## src/rtl/tick_divider.sv

```systemverilog
// Programmable clock-enable generator: one-cycle tick every N enabled cycles,
// a 50% divided square wave that toggles on each tick, and a wrapping tick counter.
module tick_divider #(
  parameter int DIV_WIDTH   = 27,
  parameter int DEFAULT_DIV = 100000000,
  parameter int CNT_WIDTH   = 16
) (
  input  logic                 clk,
  input  logic                 rst_n,
  input  logic                 en,
  input  logic                 restart,
  input  logic                 div_load,
  input  logic [DIV_WIDTH-1:0] div_value,
  output logic                 tick,
  output logic                 clk_div,
  output logic [CNT_WIDTH-1:0] tick_count,
  output logic [DIV_WIDTH-1:0] div_active,
  output logic                 div_err
);

  if (DEFAULT_DIV < 1 || longint'(DEFAULT_DIV) >= (longint'(1) << DIV_WIDTH)) begin : g_bad_default
    $error("tick_divider: DEFAULT_DIV must be >= 1 and < 2**DIV_WIDTH");
  end

  logic [DIV_WIDTH-1:0] cnt_q, cnt_d;
  logic                 tick_q, tick_d;
  logic                 clk_div_q, clk_div_d;
  logic [CNT_WIDTH-1:0] tick_count_q, tick_count_d;
  logic [DIV_WIDTH-1:0] div_active_q, div_active_d;
  logic                 div_err_q, div_err_d;

  logic load_ok;
  logic load_bad;
  logic terminal;

  assign load_ok  = div_load && (div_value != '0);
  assign load_bad = div_load && (div_value == '0);
  assign terminal = en && (cnt_q == div_active_q - DIV_WIDTH'(1));

  always_comb begin
    cnt_d        = cnt_q;
    tick_d       = 1'b0;
    clk_div_d    = clk_div_q;
    tick_count_d = tick_count_q;
    div_active_d = div_active_q;
    div_err_d    = 1'b0;

    if (restart) begin
      cnt_d        = '0;
      clk_div_d    = 1'b0;
      tick_count_d = '0;
      // A load arriving with restart is still honoured or rejected.
      if (load_ok) begin
        div_active_d = div_value;
      end
      div_err_d = load_bad;
    end else if (load_ok) begin
      div_active_d = div_value;
      cnt_d        = '0;
    end else begin
      div_err_d = load_bad;
      if (terminal) begin
        cnt_d        = '0;
        tick_d       = 1'b1;
        clk_div_d    = ~clk_div_q;
        tick_count_d = tick_count_q + CNT_WIDTH'(1);
      end else if (en) begin
        cnt_d = cnt_q + DIV_WIDTH'(1);
      end
    end
  end

  always_ff @(posedge clk or negedge rst_n) begin
    if (!rst_n) begin
      cnt_q        <= '0;
      tick_q       <= 1'b0;
      clk_div_q    <= 1'b0;
      tick_count_q <= '0;
      div_active_q <= DIV_WIDTH'(DEFAULT_DIV);
      div_err_q    <= 1'b0;
    end else begin
      cnt_q        <= cnt_d;
      tick_q       <= tick_d;
      clk_div_q    <= clk_div_d;
      tick_count_q <= tick_count_d;
      div_active_q <= div_active_d;
      div_err_q    <= div_err_d;
    end
  end

  assign tick       = tick_q;
  assign clk_div    = clk_div_q;
  assign tick_count = tick_count_q;
  assign div_active = div_active_q;
  assign div_err    = div_err_q;

endmodule

```

## config.mk

```make
export PLATFORM = sky130hd
export DESIGN_NAME = tick_divider
export DESIGN_NICKNAME = d
export VERILOG_FILES = /design/src/rtl/tick_divider.sv
export SDC_FILE = /design/constraint.sdc
export NUM_CORES = 1
export LEC_CHECK = 0
export CORE_MARGIN = 1.5
export CORE_UTILIZATION = 55
export DETAILED_ROUTE_END_ITERATION = 16
export GPL_TIMING_DRIVEN = 0
export PLACE_DENSITY = 0.86
export SLEW_MARGIN = 20
export SYNTH_ARGS = -nofsm -noshare
export SYNTH_HDL_FRONTEND = slang
export SYNTH_SLANG_ARGS = --single-unit
```

## constraint.sdc

```tcl
create_clock -name clk -period 8.6 [get_ports clk]
set_input_delay 1.72 -clock clk [delete_from_list [all_inputs] [get_ports clk]]
set_output_delay 1.72 -clock clk [all_outputs]
set_load 0.005 [all_outputs]
```

# --- After elaboration in Yosys (flattened, before gate mapping) ---
# Index checks and enable logic that the tools add are counted.
totals:
  rom_bits: 0
  mem_count: 0
  regBits: 73
  latchBits: 0
  inputBits: 32
  word_cells: 35
  ram_bits: 0
op_classes:
  magnitude_cmp: 0
  n_mux: 15
  add_sub_neg: 3
  div_mod_pow: 0
  shifts: 0
  bitwise: 1
  multipliers: 0
  n_reduce_logical: 8
  eq_ne: 2
op_table:
  columns: ["cell", "count"]
  rows:
  - ["$mux 27", 4]
  - ["$mux 16", 3]
  - ["$add 27x1->27 const B", 1]
  - ["$eq 27x27->1", 1]
  - ["$logic_not 27->1", 1]
  - ["$reduce_bool 27->1", 1]
  - ["$sub 27x1->27 const B", 1]
  - ["$add 16x1->16 const B", 1]
  - ["$mux 1", 8]
  - ["$reduce_bool 4->1", 1]
  - ["$logic_and 1x1->1", 3]
  - ["$ne 2x2->1 const B", 1]
  - ["$reduce_and 2->1", 1]
  - ["$reduce_bool 2->1", 1]
  - ["$not 1->1", 1]

# --- Logic depth before layout (Yosys ltp) ---
depth:
  depth_word: 6
  depth_mapped: 10
  depth_no_buf: 9

# --- Worst setup path after synthesis ---
# OpenSTA, ideal clock, no wires.
synth_timing:
  path_type: "input -> register"
  start: "input div_value[4]"
  end: "register div_active_q[10] (netlist: div_active[10])"
  required_time_ns: 8.475
  path_slack_ns: 4.981
  cell_stages: 6
  setup_time_ns: 0.125
  t_arrival_ns: 3.494
  path_cell_list: "nor4_1 > nand4_1 > o21ai_1 > clkbuf_1 > clkbuf_1 > mux2_2"
synth_between:
  elab_chain_len: 2
synth_rtl:
  columns: ["item", "line_no", "source"]
  rows:
  - ["from (decl)", "13", "input logic [DIV_WIDTH-1:0] div_value,"]
  - ["$reduce_bool 27->1", "36", "assign load_ok = div_load && (div_value != '0);"]
  - ["$logic_and 1x1->1", "36", null]
  - ["to (signal assigned)", "79", "div_active_q <= DIV_WIDTH'(DEFAULT_DIV);"]
  - ["to (signal assigned)", "86", "div_active_q <= div_active_d;"]
  - ["to (decl)", "29", "logic [DIV_WIDTH-1:0] div_active_q, div_active_d;"]
# Every way passes these cells.
# A chain may end at the register's enable or synchronous reset.

# --- Worst setup path in the final report ---
layout_timing:
  start: "input div_value[1]"
  end: "register div_active_q[6] (netlist: div_active[6])"
# The elaborated chain is that of the path after synthesis.

==> results.json <==
{
  "insertion_delay_ns": 0.37,
  "swShare_pct": 28.4,
  "fin_cells": 703,
  "synth_top_area_cell": "dfrtp_1",
  "fp.dieH_um": 97.5,
  "yosysTopAreaCellShare_pct": 31.1,
  "place.gp.congestion": 0.913,
  "fin_skew_ns": 0.0107,
  "peakVddDrop_uv": 88.7,
  "clk_path_buf_depth": 2,
  "synth_edf_count": 0,
  "tightest_slew_ns": 0.733,
  "postRouteAntennaNets": 0,
  "antenna_found_initial": 0,
  "finalSetupViolations": 0,
  "cts_resized": 0,
  "drive_gt1_share_pct": 17.0,
  "die_x_um": 97.5,
  "drv_slew": 0,
  "yosys_warnings": 0,
  "root_buffer": "clkbuf_8",
  "layout.nets": 625,
  "syn-instance-count": 503,
  "cts_num_sinks": 73,
  "ys_seq_elements": 73,
  "grt_pass1_vias": 4437,
  "postCtsSetupRepairBufs": 0,
  "pin_count": 78,
  "yosys-top-cells-area": "dfrtp_1, mux2_2, dfstp_2, xnor2_1, xor2_1",
  "holdCritPathClass": "reg -> reg",
  "hold_ws_ns": 0.528,
  "outcome": "complete, no violations",
  "ys_types": 70,
  "synthFlopType": "dfrtp_1",
  "dp_cells": 687,
  "track_usage_pct": 28.5,
  "worstPathMaxFanout": 10,
  "synth_area_per_cell_sq_um": 9.77,
  "arrival_ns": 5.28,
  "seq_power_share_pct": 45.5,
  "rows": 34,
  "layout_commonest_cell": "clkdlybuf4s50_1",
  "p_leak_nw": 2.33,
  "p_clk_share_pct": 37.3,
  "start_util_pct": 56.6,
  "portBuffers": 75,
  "dieArea_sq_um": 9510,
  "drc_errors": 0,
  "wl_mm": 13.2,
  "rsz0062_at_grt": "no",
  "dr.pass1.iters": 6,
  "combPwrFrac_pct": 17.2,
  "intPower_uw": 606,
  "final_cell_mix": "clkdlybuf4s50_1, dfrtp_1, nor3_1, nor2_1, mux2_2",
  "cp.required_ns": 8.86,
  "cts_buffers": 9,
  "drt_iter0_drc": 294,
  "cts_tree": "yes",
  "relSlewSlack_pct": 50.7,
  "n_antenna_cell": 0,
  "fmax_mhz": 199,
  "vias": 4393,
  "async_reset_ff_share_pct": 100,
  "synthToLayoutAreaGrowth_pct": 23.0,
  "clk_transition_reported_paths_ns": 0.08,
  "via_per_inst": 6.25,
  "wl_per_cell_um": 18.8,
  "cp-start-kind": "input pin",
  "min_period_ns": 5.02,
  "power_switching_uw": 240,
  "synth_fp_nets": 538,
  "crit_path_end_kind": "register",
  "crit_type": "in -> reg",
  "finalCritPeriodShare_pct": 58.3,
  "syn-cell-area_sq_um": 4910,
  "postCtsHoldBufs": 0,
  "tns_ns": 0,
  "drv_cap": 0,
  "grt_overflow": 0,
  "grt_max_degree": 43,
  "cts-htree-levels": 3,
  "finalHoldViolCount": 0,
  "grt_pass1_wl_mm": 21.9,
  "p_per_area_nw_per_um2": 140,
  "power_uw": 846,
  "coreArea_sq_um": 8680,
  "seq_area_frac_synth_pct": 37.5,
  "dp_hpwl_mm": 9.78
}
==> metal layers <==
layer	global-route usage (%)	share of wire, %	vias to the layer above
li1	-	-	2042
met1	36.7	42	2143
met2	46.7	50	182
met3	5.32	6.1	26
met4	12.5	2.4	0
met5	0	0	-
==> area by class of cell <==
class / count / area (sq um)
multi-input combinational: 392 / 2910
sequential: 73 / 1840
fill: 663 / 2630
clock inverter: 6 / 90.1
tap: 108 / 135
clock buffer: 10 / 138
timing repair buffer: 76 / 768
buffer: 27 / 123
inverter: 11 / 41.3
==> worst max-delay path: stages <==
cell             delay (ns)
clkdlybuf4s50_1        0.51
nor4_1                 0.67
nand4_1                0.34
o21ai_1                0.55
clkbuf_1               0.58
clkbuf_1               0.49
mux2_2                 0.41
==> Yosys cell counts, types with 7 or more instances <==
| master | n |
|---|---|
| dfstp_2 | 12 |
| nor3_1 | 38 |
| clkbuf_1 | 18 |
| dfrtp_1 | 61 |
| nand2_1 | 30 |
| mux2_1 | 9 |
| nand2b_1 | 7 |
| and3_1 | 12 |
| nand3_1 | 19 |
| nor2_1 | 33 |
| mux2_2 | 32 |
| inv_1 | 11 |
| nor4_1 | 21 |
| or4_1 | 7 |
| xnor2_1 | 28 |
| nor2b_1 | 17 |
| nor4_2 | 9 |
| nand4_1 | 18 |
| xor2_1 | 28 |
==> through the flow <==
stage                     utilization [%]  instance area, sq um  setup slack, ns
after floorplan                         -                  4910             4.98
after CTS                            69.7                  6040             3.73
after global placement               66.8                  5800             3.36
after global routing                 69.7                  6040             3.50
after detailed placement             67.0                  5820             3.38
final                                69.7                  6040             3.58
==> final timing paths <==
kind | cells after the start | end | slack (ns) | start
min in group asynchronous | 1 | cnt_q[7] | 1.28 | rst_n
setup reg to reg | 10 | tick_count[14] | 4.92 | div_active[0]
max in group asynchronous | 2 | div_active[23] | 6.68 | rst_n
hold reg to reg | 2 | div_active[15] | 0.53 | div_active[15]
hold / removal | 2 | div_active[15] | 0.53 | div_active[15]
setup / recovery | 7 | div_active[6] | 3.58 | div_value[1]
==> registers in the layout, summed over array words and instances (netlist names) <==
name	cells
div_err	1
clk_div	1
cnt_q	27
div_active	27
tick	1
tick_count	16
==> cells by family after synthesis <==
logic type	Yosys count	share of synthesized area, %
AND/OR/NAND/NOR	253	32.5
flip-flops	73	37.5
AO/OA/AOI/OAI	37	6.14
adder cells (fa/ha/maj)	3	0.764
XOR/XNOR	56	9.98
buffers and inverters	38	3.34
multiplexers	43	9.80
==> power by group through the flow <==
stage          Combinational (mW)  Clock, mW  Sequential (mW)
2_1_floorplan              0.0767          0            0.386
3_3_place_gp                0.137          0            0.390
3_5_place_dp                0.144          0            0.391
4_1_cts                     0.145      0.319            0.385
5_1_grt                     0.158      0.332            0.388
6_report                    0.145      0.315            0.385
Power figures use the tool's default switching activity.
